===== config.mk =====
export PLATFORM = sky130hd
export DESIGN_NAME = dfd_cla_edge_chan_arb
export DESIGN_NICKNAME = d
export VERILOG_FILES = /design/src/rtl/dfd_cla_edge_chan_arb.sv
export SDC_FILE = /design/constraint.sdc
export NUM_CORES = 1
export LEC_CHECK = 0
export CORE_ASPECT_RATIO = 0.75
export CORE_UTILIZATION = 47
export DETAILED_ROUTE_END_ITERATION = 10
export PLACE_DENSITY = 0.91
export SLEW_MARGIN = 15
export SYNTH_ARGS = -nofsm -noshare
export SYNTH_HDL_FRONTEND = slang
export SYNTH_SLANG_ARGS = --single-unit

===== constraint.sdc =====
create_clock -name clock -period 4 [get_ports clock]
set_input_delay 0.4 -clock clock [delete_from_list [all_inputs] [get_ports clock]]
set_output_delay 0.4 -clock clock [all_outputs]
set_load 0.1 [all_outputs]

===== src/rtl/dfd_cla_edge_chan_arb.sv =====
// rtl/dfd_cla_edge_chan_arb.sv - round-robin arbiter/sequencer for the two CLA edge-detect channels
// Optional delivered-edge statistics: define DFD_CLA_EDGE_ARB_STATS_EN.
module dfd_cla_edge_chan_arb #(
  parameter int NUM_REQ      = 4,
  parameter int SEL_W        = 6,
  parameter int BLANK_CYCLES = 2
) (
  input  logic                     clock,
  input  logic                     reset_n,
  input  logic [NUM_REQ-1:0]       req_valid,
  input  logic [NUM_REQ*SEL_W-1:0] req_sel,
  input  logic [NUM_REQ-1:0]       req_posedge,
  input  logic [NUM_REQ-1:0]       req_release,
  output logic [NUM_REQ-1:0]       grant,
  output logic [NUM_REQ-1:0]       grant_chan,
  output logic [SEL_W-1:0]         cfg_signal0_select,
  output logic [SEL_W-1:0]         cfg_signal1_select,
  output logic                     cfg_posedge0,
  output logic                     cfg_posedge1,
  input  logic [1:0]               edge_in,
  output logic [NUM_REQ-1:0]       edge_out,
  output logic [15:0]              edge_cnt0,
  output logic [15:0]              edge_cnt1
);

  localparam int IW = $clog2(NUM_REQ);
  localparam int BW = $clog2(BLANK_CYCLES + 1);

  typedef enum logic [1:0] {CH_IDLE, CH_BLANK, CH_ACTIVE} ch_state_t;

  ch_state_t         ch_state  [2];
  logic [IW-1:0]     owner     [2];
  logic [BW-1:0]     blank_cnt [2];
  logic [IW-1:0]     rr_ptr;

  logic [NUM_REQ-1:0] eligible;
  logic [IW:0]        cand;
  logic               found;
  logic [IW-1:0]      win;
  logic [IW-1:0]      win_next;
  logic               any_idle;
  logic               alloc_chan;
  logic               alloc;
  logic [1:0]         rel;

  assign eligible = req_valid & ~grant;

  // Round-robin search for the first eligible requester starting at rr_ptr
  always_comb begin
    found = 1'b0;
    win   = rr_ptr;
    cand  = '0;
    for (int k = 0; k < NUM_REQ; k++) begin
      cand = {1'b0, rr_ptr} + (IW+1)'(k);
      if (cand >= (IW+1)'(NUM_REQ)) cand = cand - (IW+1)'(NUM_REQ);
      if (!found && eligible[cand[IW-1:0]]) begin
        found = 1'b1;
        win   = cand[IW-1:0];
      end
    end
  end

  assign win_next   = (win == IW'(NUM_REQ - 1)) ? '0 : win + IW'(1);
  assign any_idle   = (ch_state[0] == CH_IDLE) || (ch_state[1] == CH_IDLE);
  assign alloc_chan = (ch_state[0] != CH_IDLE);
  assign alloc      = found && any_idle;

  // A release only counts when it comes from the current owner of a busy channel
  always_comb begin
    for (int c = 0; c < 2; c++)
      rel[c] = (ch_state[c] != CH_IDLE) && req_release[owner[c]];
  end

  // Channel FSMs, allocation, grants and channel configuration
  always_ff @(posedge clock or negedge reset_n) begin
    if (!reset_n) begin
      for (int c = 0; c < 2; c++) begin
        ch_state[c]  <= CH_IDLE;
        owner[c]     <= '0;
        blank_cnt[c] <= '0;
      end
      rr_ptr             <= '0;
      grant              <= '0;
      grant_chan         <= '0;
      cfg_signal0_select <= '0;
      cfg_signal1_select <= '0;
      cfg_posedge0       <= 1'b0;
      cfg_posedge1       <= 1'b0;
    end else begin
      for (int c = 0; c < 2; c++) begin
        case (ch_state[c])
          CH_BLANK: begin
            if (rel[c]) begin
              ch_state[c]  <= CH_IDLE;
              blank_cnt[c] <= '0;
            end else if (blank_cnt[c] == BW'(BLANK_CYCLES)) begin
              ch_state[c]  <= CH_ACTIVE;
            end else begin
              blank_cnt[c] <= blank_cnt[c] + BW'(1);
            end
          end
          CH_ACTIVE: begin
            if (rel[c]) begin
              ch_state[c]  <= CH_IDLE;
              blank_cnt[c] <= '0;
            end
          end
          default: ;
        endcase
        if (rel[c]) grant[owner[c]] <= 1'b0;
      end
      // The allocated channel is IDLE now, so it never collides with the FSM updates above
      if (alloc) begin
        ch_state[alloc_chan]  <= CH_BLANK;
        blank_cnt[alloc_chan] <= BW'(1);
        owner[alloc_chan]     <= win;
        grant[win]            <= 1'b1;
        grant_chan[win]       <= alloc_chan;
        rr_ptr                <= win_next;
        if (alloc_chan) begin
          cfg_signal1_select <= req_sel[win*SEL_W +: SEL_W];
          cfg_posedge1       <= req_posedge[win];
        end else begin
          cfg_signal0_select <= req_sel[win*SEL_W +: SEL_W];
          cfg_posedge0       <= req_posedge[win];
        end
      end
    end
  end

  // Route each ACTIVE channel's edge pulse to its owner; blanked pulses are dropped
  always_comb begin
    edge_out = '0;
    for (int c = 0; c < 2; c++) begin
      if (ch_state[c] == CH_ACTIVE)
        edge_out[owner[c]] = edge_out[owner[c]] | edge_in[c];
    end
  end

`ifdef DFD_CLA_EDGE_ARB_STATS_EN
  logic [15:0] stat_cnt [2];

  // Saturating delivered-edge counters, cleared when their channel is reallocated
  always_ff @(posedge clock or negedge reset_n) begin
    if (!reset_n) begin
      stat_cnt[0] <= '0;
      stat_cnt[1] <= '0;
    end else begin
      for (int c = 0; c < 2; c++) begin
        if (alloc && (alloc_chan == 1'(c)))
          stat_cnt[c] <= '0;
        else if ((ch_state[c] == CH_ACTIVE) && edge_in[c] && (stat_cnt[c] != 16'hFFFF))
          stat_cnt[c] <= stat_cnt[c] + 16'd1;
      end
    end
  end

  assign edge_cnt0 = stat_cnt[0];
  assign edge_cnt1 = stat_cnt[1];
`else
  assign edge_cnt0 = 16'd0;
  assign edge_cnt1 = 16'd0;
`endif

endmodule


Word-level counts from Yosys, hierarchy flattened
Cells that the tools add are included.
{ "op_classes": {"addsub": 10, "mul": 1, "order_cmp": 16, "eq_ne": 7, "shifts": 1, "n_mux": 65, "bitwise": 17, "reduce_logical": 20} }
{ "op_table": {"columns": ["cell", "count"], "rows": [
  ["$mux 2", 22],
  ["$mux 4", 7],
  ["$shiftx 24x6->6", 1],
  ["$lt 2x3->1 const B", 7],
  ["$bmux 1 s2", 9],
  ["$and 4x4->4", 4],
  ["$mux 1", 16],
  ["$pmux 2 s2", 4],
  ["$bwmux 4", 3],
  ["$not 4->4", 3],
  ["$eq 2x2->1 const B", 5],
  ["$logic_and 1x1->1", 10],
  ["$ge 3x3->1 const B", 3],
  ["$sub 2x1->2 const B", 4],
  ["$add 2x1->2 const B", 3],
  ["$add 2x2->3 const B", 2],
  ["$demux 1 s2", 3],
  ["$ge 2x1->1 const B", 3],
  ["$and 2x2->2", 2],
  ["$eq 2x1->1 const B", 2],
  ["$logic_not 2->1", 2],
  ["$mul 2x2->4 const B", 1],
  ["$or 2x2->2", 2],
  ["$or 4x4->4", 1],
  ["13 further kinds", 18]
]} }
{ "totals": {"reg_bits": 36, "output_inout_bits": 58} }

Longest topological paths before layout
Gate-level depths: netlist of run 1.
{ "logic_depth": {"ltp_word": 20, "mapped_depth": 8, "depth_no_buf": 8} }

Worst setup path before layout of run 1
OpenSTA, ideal clock, no wires.
{ "synth_timing": {"path_kind": "register to output", "start": "register ch_state[0] in the netlist's numbering", "end": "output port edge_out[0]", "arrival_time_ps": 3150, "required_time_ps": 3600, "path_slack_ps": 450, "stages_incl_launch_ff": 6, "path_cell_list": "dfrtp_1 -> inv_1 -> ha_1 -> inv_1 -> or3_1 -> o21ai_0"} }
{ "synth_via": {"elab_chain_len": 2} }
{ "synth_rtl": {"columns": ["element", "line", "rtl"], "rows": [
  ["start, declared", "31", "ch_state_t ch_state [2];"],
  ["start signal, assigned by index", "78", "ch_state[c] <= CH_IDLE;"],
  ["start signal, assigned by index", "94", "ch_state[c] <= CH_IDLE;"],
  ["start signal, assigned by index", "97", "ch_state[c] <= CH_ACTIVE;"],
  ["$eq 2x2->1", "135", "if (ch_state[c] == CH_ACTIVE)"],
  ["$mux 4", "135", null],
  ["end, declared", "21", "output logic [NUM_REQ-1:0] edge_out,"]
]} }
Every way passes these cells.

Final worst setup path of run 1
{ "layout_timing": {"start": "input port req_valid[3]", "end": "register grant_chan[0]"} }
{ "layout_via": {"elab_chain_len": 18} }
{ "layout_rtl": {"columns": ["element", "line", "rtl"], "rows": [
  ["start, declared", "10", "input logic [NUM_REQ-1:0] req_valid,"],
  ["$and 4x4->4 *", "46", "assign eligible = req_valid & ~grant;"],
  ["$bmux 1 s2", "56", "if (!found && eligible[cand[IW-1:0]]) begin"],
  ["$mux 1 (implied by the code)", "56", null],
  ["$mux 1", "56", null],
  ["$logic_not 1->1", "56", null],
  ["$logic_and 1x1->1", "56", null],
  ["$mux 1", "56", null],
  ["$logic_not 1->1", "56", null],
  ["(+2 left out)", null, null],
  ["$logic_not 1->1", "56", null],
  ["$logic_and 1x1->1", "56", null],
  ["$mux 2", "56", null],
  ["$lt 2x3->1 (implied by the code) or $ge 2x1->1 (tied branches)", "118", "grant_chan[win] <= alloc_chan;"],
  ["$logic_and 1x1->1 (implied by the code)", "118", null],
  ["$mux 1 (implied by the code)", "118", null],
  ["$demux 1 s2", "118", null],
  ["$bwmux 4", "118", null],
  ["end signal, assigned by index", "118", null],
  ["end, declared", "15", "output logic [NUM_REQ-1:0] grant_chan,"]
]} }
Mark *: on every way between the ends. The rest lies on a longest branch, timed or not. The select of a mux whose other input is x is not followed.
A chain may end at the register's enable or synchronous reset.

==> qor.csv, run 1 <==
metric,value,unit
grt_first_pass_wirelength,9.763,mm
final-instance-count-excl-fill,397,
unrepaired_setup_endpoints_after_global_routing,no,
cp_slowest_stage_delay,0.68,ns
first_global_vias,2103,
antenna_violating_nets_post_route,0,
drtPass1Iterations,4,
design.portCount,98,
clock.fmax,0.4125,GHz
timing_worst_setup_path_type,input port to flop,
synth.distinct_cells,45,
layout_cells_sized_above_1,6.462,%
report.final.slew_viol_count,0,
final_hold_viol_count,0,
ctsHtreeMaxLevel,2,
yosys-top-cells-count,"36 x dfrtp_1, 34 x nand2_1, 32 x buf_4",
grt-busiest-layer,met2,
vias,2092,
clk-insertion-delay-late,0.29,ns
postCtsResizedCells,0,
drv.max_cap_violation_count,0,
grt_overflow,0,
cell_chain_critical_path,clkdlybuf4s50_1 -> nor2b_1 -> o21ai_1 -> a32oi_4 -> inv_1 -> ha_1 -> a22o_1,
worst_ir_drop_vdd,0.1838,mV
finalCritPeriodShare,60.61,%
max_slew.worst_pin.slew,0.9843,ns
path_delay_family,compound AO/OA/AOI/OAI gates,
timing.critical_path.to_type,flop,
post_synth_main_area_contributors,"dfrtp_1 36%, buf_4 9.7%, ha_1 7.1%",
yosysWarningCount,0,
gp_routability_congestion,0.8698,
drt-vias-per-instance,5.270,
syn-cell-area,2477,um2
die_area,5569,um2
area_growth,27.02,%
postSynthAreaPerCell,9.456,um2
synth-edff-count,0,
cts_root_buf,clkbuf_8,
clock-skew-final,0.005445,ns
chipHeight,64.88,um
min_path_type,flop to flop,
run_status,"finished, final reports clean",
largest_net_degree_at_the_start_of_global_routing,37,
place.detailed.hpwl,4.578,mm
worst_setup_path_start_kind,input port,
initialDrtViolationCount,192,
clock_path_buffers,2,
powerDensity,286.1,nW/um2
synth_most_common_cell,dfrtp_1,
remaining_drc_errors,0,
synth_top_cell_area_share,36.36,%
globalRouteTotalUtil,22.59,%
required_time_at_the_endpoint_of_the_critical_path,4.18,ns
setup-violations-final,0,
placedCellCount,389,
place_worst_setup_slack,1.261,ns
met3_resource_use_gr,5.987,%
cts_made_buffers,5,
cts.reportedPaths.clkPinSlew,0.07,ns
nNetsFinal,378,
timing.max_slew.rel_slack,34.17,%
cts_tree,built,
fp-row-count,22,
synth_seq_area_share,36.36,%
synthDominantAreaCellType,dfrtp_1,
crit_path_max_fanout,17,
postLayoutSetupSlackWorst,1.576,ns
wirelength,5.987,mm
synth-main-ff-cell,dfrtp_1,
antenna_cells_inserted,0,
die-width,85.84,um
per_cell_routed_wire_length,15.08,um
post_cts_hold_buffer_count,0,
setup_tns,0,ns
fraction_of_synthesis_flops_using_an_asynchronous_set_or_reset_pin,100.0,%
core-area,4982,um2
post_synth_inst_count,262,
post-cts-setup-buffer-count,0,
p_leak,0.001375,uW
synth-seq-cells,36,
clock-sinks,36,
use_met2,36.30,%
finalWorstPathRequiredPeriod,2.424,ns
antenna_found_initial,0,
cp.arrival,2.60,ns
floorplan.initialDensity,49.72,%
global_route.usage.met1,29.59,%
worst-path-buf-inv,2,
numPortBuffers,65,
worst_path_max_delay_cell,a32oi_4,
[state kept, by name, indices dropped and copies added (netlist names)]
name and cells:
cfg_signal0_select 6, cfg_signal1_select 6, blank_cnt 4, ch_state 4
grant 4, grant_chan 4, owner 4, rr_ptr 2
cfg_posedge0 1, cfg_posedge1 1
[stage by stage]
stage / utilization [%] / power, uW / hold slack [ns] / cell area (um2)
final: 63.16 / 900.4 / 0.4915 / 3147
after global routing: 63.16 / 931.3 / 0.5232 / 3147
after CTS: 63.16 / 903.1 / 0.4950 / 3147
after detailed placement: 60.92 / 589.0 / 0.4763 / 3035
after global placement: 60.92 / 585.7 / 0.4692 / 3035
after floorplan: - / 560.0 / 0.1044 / 2594
[layer usage]
metal / routed length (um) / part of all wire [%]
met3: 426 / 7.1
met2: 2864 / 48
met4: 74 / 1.2
met5: 0 / 0
met1: 2620 / 44
[worst min-delay path, delay by kind of cell, from the launching register on]
kind               cells  cell delay [ns]
and+or+nand+nor        1             0.05
DFF                    1             0.34
AOI/OAI and AO/OA      1             0.06
[power breakdown]
part / leakage, uW / switching [uW] / internal [uW]
Clock: 0.0000541 / 134 / 184
Combinational: 0.000838 / 169 / 49.6
Sequential: 0.000482 / 0 / 364
[final timing paths]
path / start / end / slack (ns) / cells after the start
worst min-delay path: cfg_signal1_select[2] / cfg_signal1_select[2] / 0.49 / 2
worst min register to register: cfg_signal1_select[2] / cfg_signal1_select[2] / 0.49 / 2
max in group asynchronous: reset_n / ch_state[1] / 3.17 / 2
worst max-delay path: req_valid[3] / grant_chan[0] / 1.58 / 7
min in group asynchronous: reset_n / grant[2] / 0.52 / 2
worst max register to register: grant[0] / grant_chan[0] / 1.75 / 6
[cell families (layout without fill, tap and decap cells)]
logic type,after synthesis,in the layout,share of synthesized area [%]
AND/OR/NAND/NOR,79,79,16.57
other,1,32,0.1514
flip-flops,36,36,36.36
AO/OA/AOI/OAI,56,56,16.72
XOR/XNOR,2,2,0.7072
buffers and inverters,56,88,14.09
adder cells (fa/ha/maj),14,14,7.071
multiplexers,18,18,8.333
[cells in the final DEF (no fill, tap or decap), types with 2 or more instances in the layout]
| cell type | count |
|---|---|
| a21oi_1 | 3 |
| a22o_1 | 4 |
| a2bb2oi_1 | 2 |
| a31oi_1 | 2 |
| and3b_1 | 3 |
| buf_4 | 5 |
| clkbuf_8 | 5 |
| clkdlybuf4s50_1 | 61 |
| conb_1 | 32 |
| dfrtp_1 | 36 |
| ha_1 | 14 |
| inv_1 | 14 |
| mux2i_1 | 15 |
| mux4_2 | 2 |
| nand2_1 | 34 |
| nand2b_1 | 3 |
| nand3_1 | 4 |
| nand3b_1 | 5 |
| nand4_1 | 7 |
| nor2_1 | 8 |
| nor2b_1 | 5 |
| nor3_1 | 2 |
| o21a_1 | 4 |
| o21ai_0 | 14 |
| o21ai_1 | 5 |
| o221ai_1 | 14 |
| xnor2_1 | 2 |
[area by class of cell]
type / count / area (um2)
repair buffers: 66 / 648.1
inverters: 14 / 52.55
well taps: 72 / 90.09
clock buffers: 5 / 68.82
clock inverters: 3 / 42.54
fillers: 415 / 1836
flip-flops and latches: 36 / 900.9
multi-input cells: 201 / 1344
No activity file was read; power rests on OpenSTA's default activity.
==> inputs of run 2 (changes only) <==
Settings changed: CORE_UTILIZATION 47 to 44, PLACE_DENSITY 0.91 to 0.86.
Clock period 4 ns to 2.4 ns, I/O delays scaled along.
==> qor.csv, run 2 (synthesis results as in run 1) <==
metric,value,unit,change
most-common-layout-cells,"39 x clkdlybuf4s50_1, 34 x nand2_1, 34 x dfrtp_1",,
timing.critical_path.to_type,primary output,,
final_hold_viol_count,0,,unchanged
largest_net_degree_at_the_start_of_global_routing,37,,unchanged
numPortBuffers,65,,unchanged
comb_power_share,26.8,%,+2.5 points
clock_path_buffers,2,,unchanged
layout_cells_sized_above_1,13.58,%,+7.1 points
place.detailed.hpwl,4.598,mm,+0.44%
min_path_type,input port to async pin,,
post-cts-setup-buffer-count,0,,unchanged
timing.max_slew.rel_slack,62.93,%,+29 points
unrepaired_setup_endpoints_after_global_routing,no,,
nNetsFinal,379,,+0.26%
area_growth,26.46,%,
design.portCount,98,,unchanged
layout.cells.most_common,clkdlybuf4s50_1,,
cp.arrival,1.94,ns,-0.66 ns
worst_ir_drop_vdd,0.2406,mV,+31%
pwr-share-seq,44.1,%,+3.7 points
die-width,88.65,um,+3.3%
clock-skew-final,0.005316,ns,-0.0001291 ns
timing_worst_setup_path_type,flop to primary output,,
ctsHtreeMaxLevel,2,,unchanged
setup_tns,0,ns,unchanged
finalWorstPathRequiredPeriod,2.178,ns,
antenna_cells_inserted,0,,unchanged
chipHeight,66.99,um,+3.3%
core-area,5381,um2,+8.0%
die_area,5938,um2,+6.6%
drt-vias-per-instance,5.303,,+0.64%
fp-row-count,23,,+4.5%
max_slew.worst_pin.slew,0.5523,ns,-0.4320 ns
drtPass1Iterations,4,,unchanged
initialDrtViolationCount,161,,-16%
netSwitchingPower,488.8,uW,+61%
share_of_total_power_in_the_clock_network,29.1,%,-6.2 points
report.final.slew_viol_count,0,,unchanged
grt_overflow,0,,unchanged
power.share.switching,35.57,%,+1.9 points
run_status,"finished, final reports clean",,
floorplan.initialDensity,46.04,%,-3.7 points
required_time_at_the_endpoint_of_the_critical_path,2.16,ns,-2.02 ns
finalCritPeriodShare,90.75,%,
cts_made_buffers,5,,unchanged
grt_first_pass_wirelength,9.694,mm,-0.71%
clock-sinks,36,,unchanged
fillers,472,,+14%
first_global_vias,2021,,-3.9%
cts_root_buf,clkbuf_8,,
setup-violations-final,0,,unchanged
globalRouteTotalUtil,21.63,%,-0.96 points
total_power,1374,uW,+53%
remaining_drc_errors,0,,unchanged
clk-insertion-delay-late,0.28,ns,about the same
powerDensity,438.6,nW/um2,+53%
top_regs,"cfg_signal0_select: 6 flops, cfg_signal1_select: 6 flops",,
p_leak,0.001413,uW,+2.8%
postCtsResizedCells,0,,unchanged
cts_tree,built,,
gp_routability_congestion,0.9139,,+5.1%
per_cell_routed_wire_length,15.06,um,-0.14%
cts.reportedPaths.clkPinSlew,0.07,ns,about the same
antenna_found_initial,0,,unchanged
crit_path_max_fanout,6,,-11
drv.max_cap_violation_count,0,,unchanged
wirelength,6.009,mm,+0.37%
vias,2116,,+1.1%
clock.fmax,0.4591,GHz,
worst_setup_path_start_kind,flop,,
p_int,885.5,uW,+48%
antenna_violating_nets_post_route,0,,unchanged
post_cts_hold_buffer_count,0,,unchanged
-- run 2: changes by cell type in the layout (fill, tap and decap cells not counted), sizes merged --
cell	delta
buf	+23
bufinv	-1
clkinv	-1
clkdlybuf4s50	-22
clkinvlp	-1
clkbuf	+1
-- run 2: layout make-up --
type | count | area (um2) | area share, %
clock buffers | 6 | 72.57 | 2.316
repair buffers | 67 | 663.1 | 21.17
well taps | 75 | 93.84 | 2.995
flip-flops and latches | 36 | 903.4 | 28.83
inverters | 14 | 52.55 | 1.677
multi-input cells | 201 | 1348 | 43.01
-- run 2: metal layers --
metal,wire [um],track usage [%],vias to the layer above
li1,-,-,1001
met1,2642,29.79,1028
met2,2990,35.19,74
met3,277,3.222,13
met4,98,6.452,0
met5,0,0,-
-- run 2: power by group through the flow --
stage                     logic (uW)  registers (uW)  clock network [uW]
final                            368             606                 400
after global routing             386             606                 420
after CTS                        368             606                 402
after detailed placement         367             618                   0
after global placement           363             618                   0
after floorplan                  315             618                   0
-- run 2: metrics by stage --
step | cells | hold WS (ns) | instance area [um2] | util [%] | worst slack (ns)
after floorplan | 293 | -0.05559 | 2600 | - | -0.2483
after global routing | 399 | 0.4307 | 3133 | 58.22 | 0.09872
after detailed placement | 393 | 0.4691 | 3060 | 56.87 | 0.1422
final | 399 | 0.3761 | 3133 | 58.22 | 0.2220
after CTS | 399 | 0.3849 | 3133 | 58.22 | 0.2274
after global placement | 393 | 0.4689 | 3060 | 56.87 | 0.2236
-- run 2: final timing paths --
path                               from             to  slack [ns]  cells past startpoint
min                             reset_n    ch_state[0]        0.38                      2
max reg2reg                    grant[3]  grant_chan[2]        0.37                      7
min reg2reg                blank_cnt[2]   blank_cnt[2]        0.48                      2
max                         ch_state[0]    edge_out[0]        0.22                      6
max in group asynchronous       reset_n       grant[0]        1.68                      2
min in group clock         blank_cnt[2]   blank_cnt[2]        0.48                      2
-- run 2: critical path, stage by stage, from the launching register on --
cell and delay, ns:
dfrtp_1 0.40, inv_1 0.09, ha_1 0.28, inv_1 0.10
or3_1 0.35, o21ai_1 0.23, buf_12 0.21
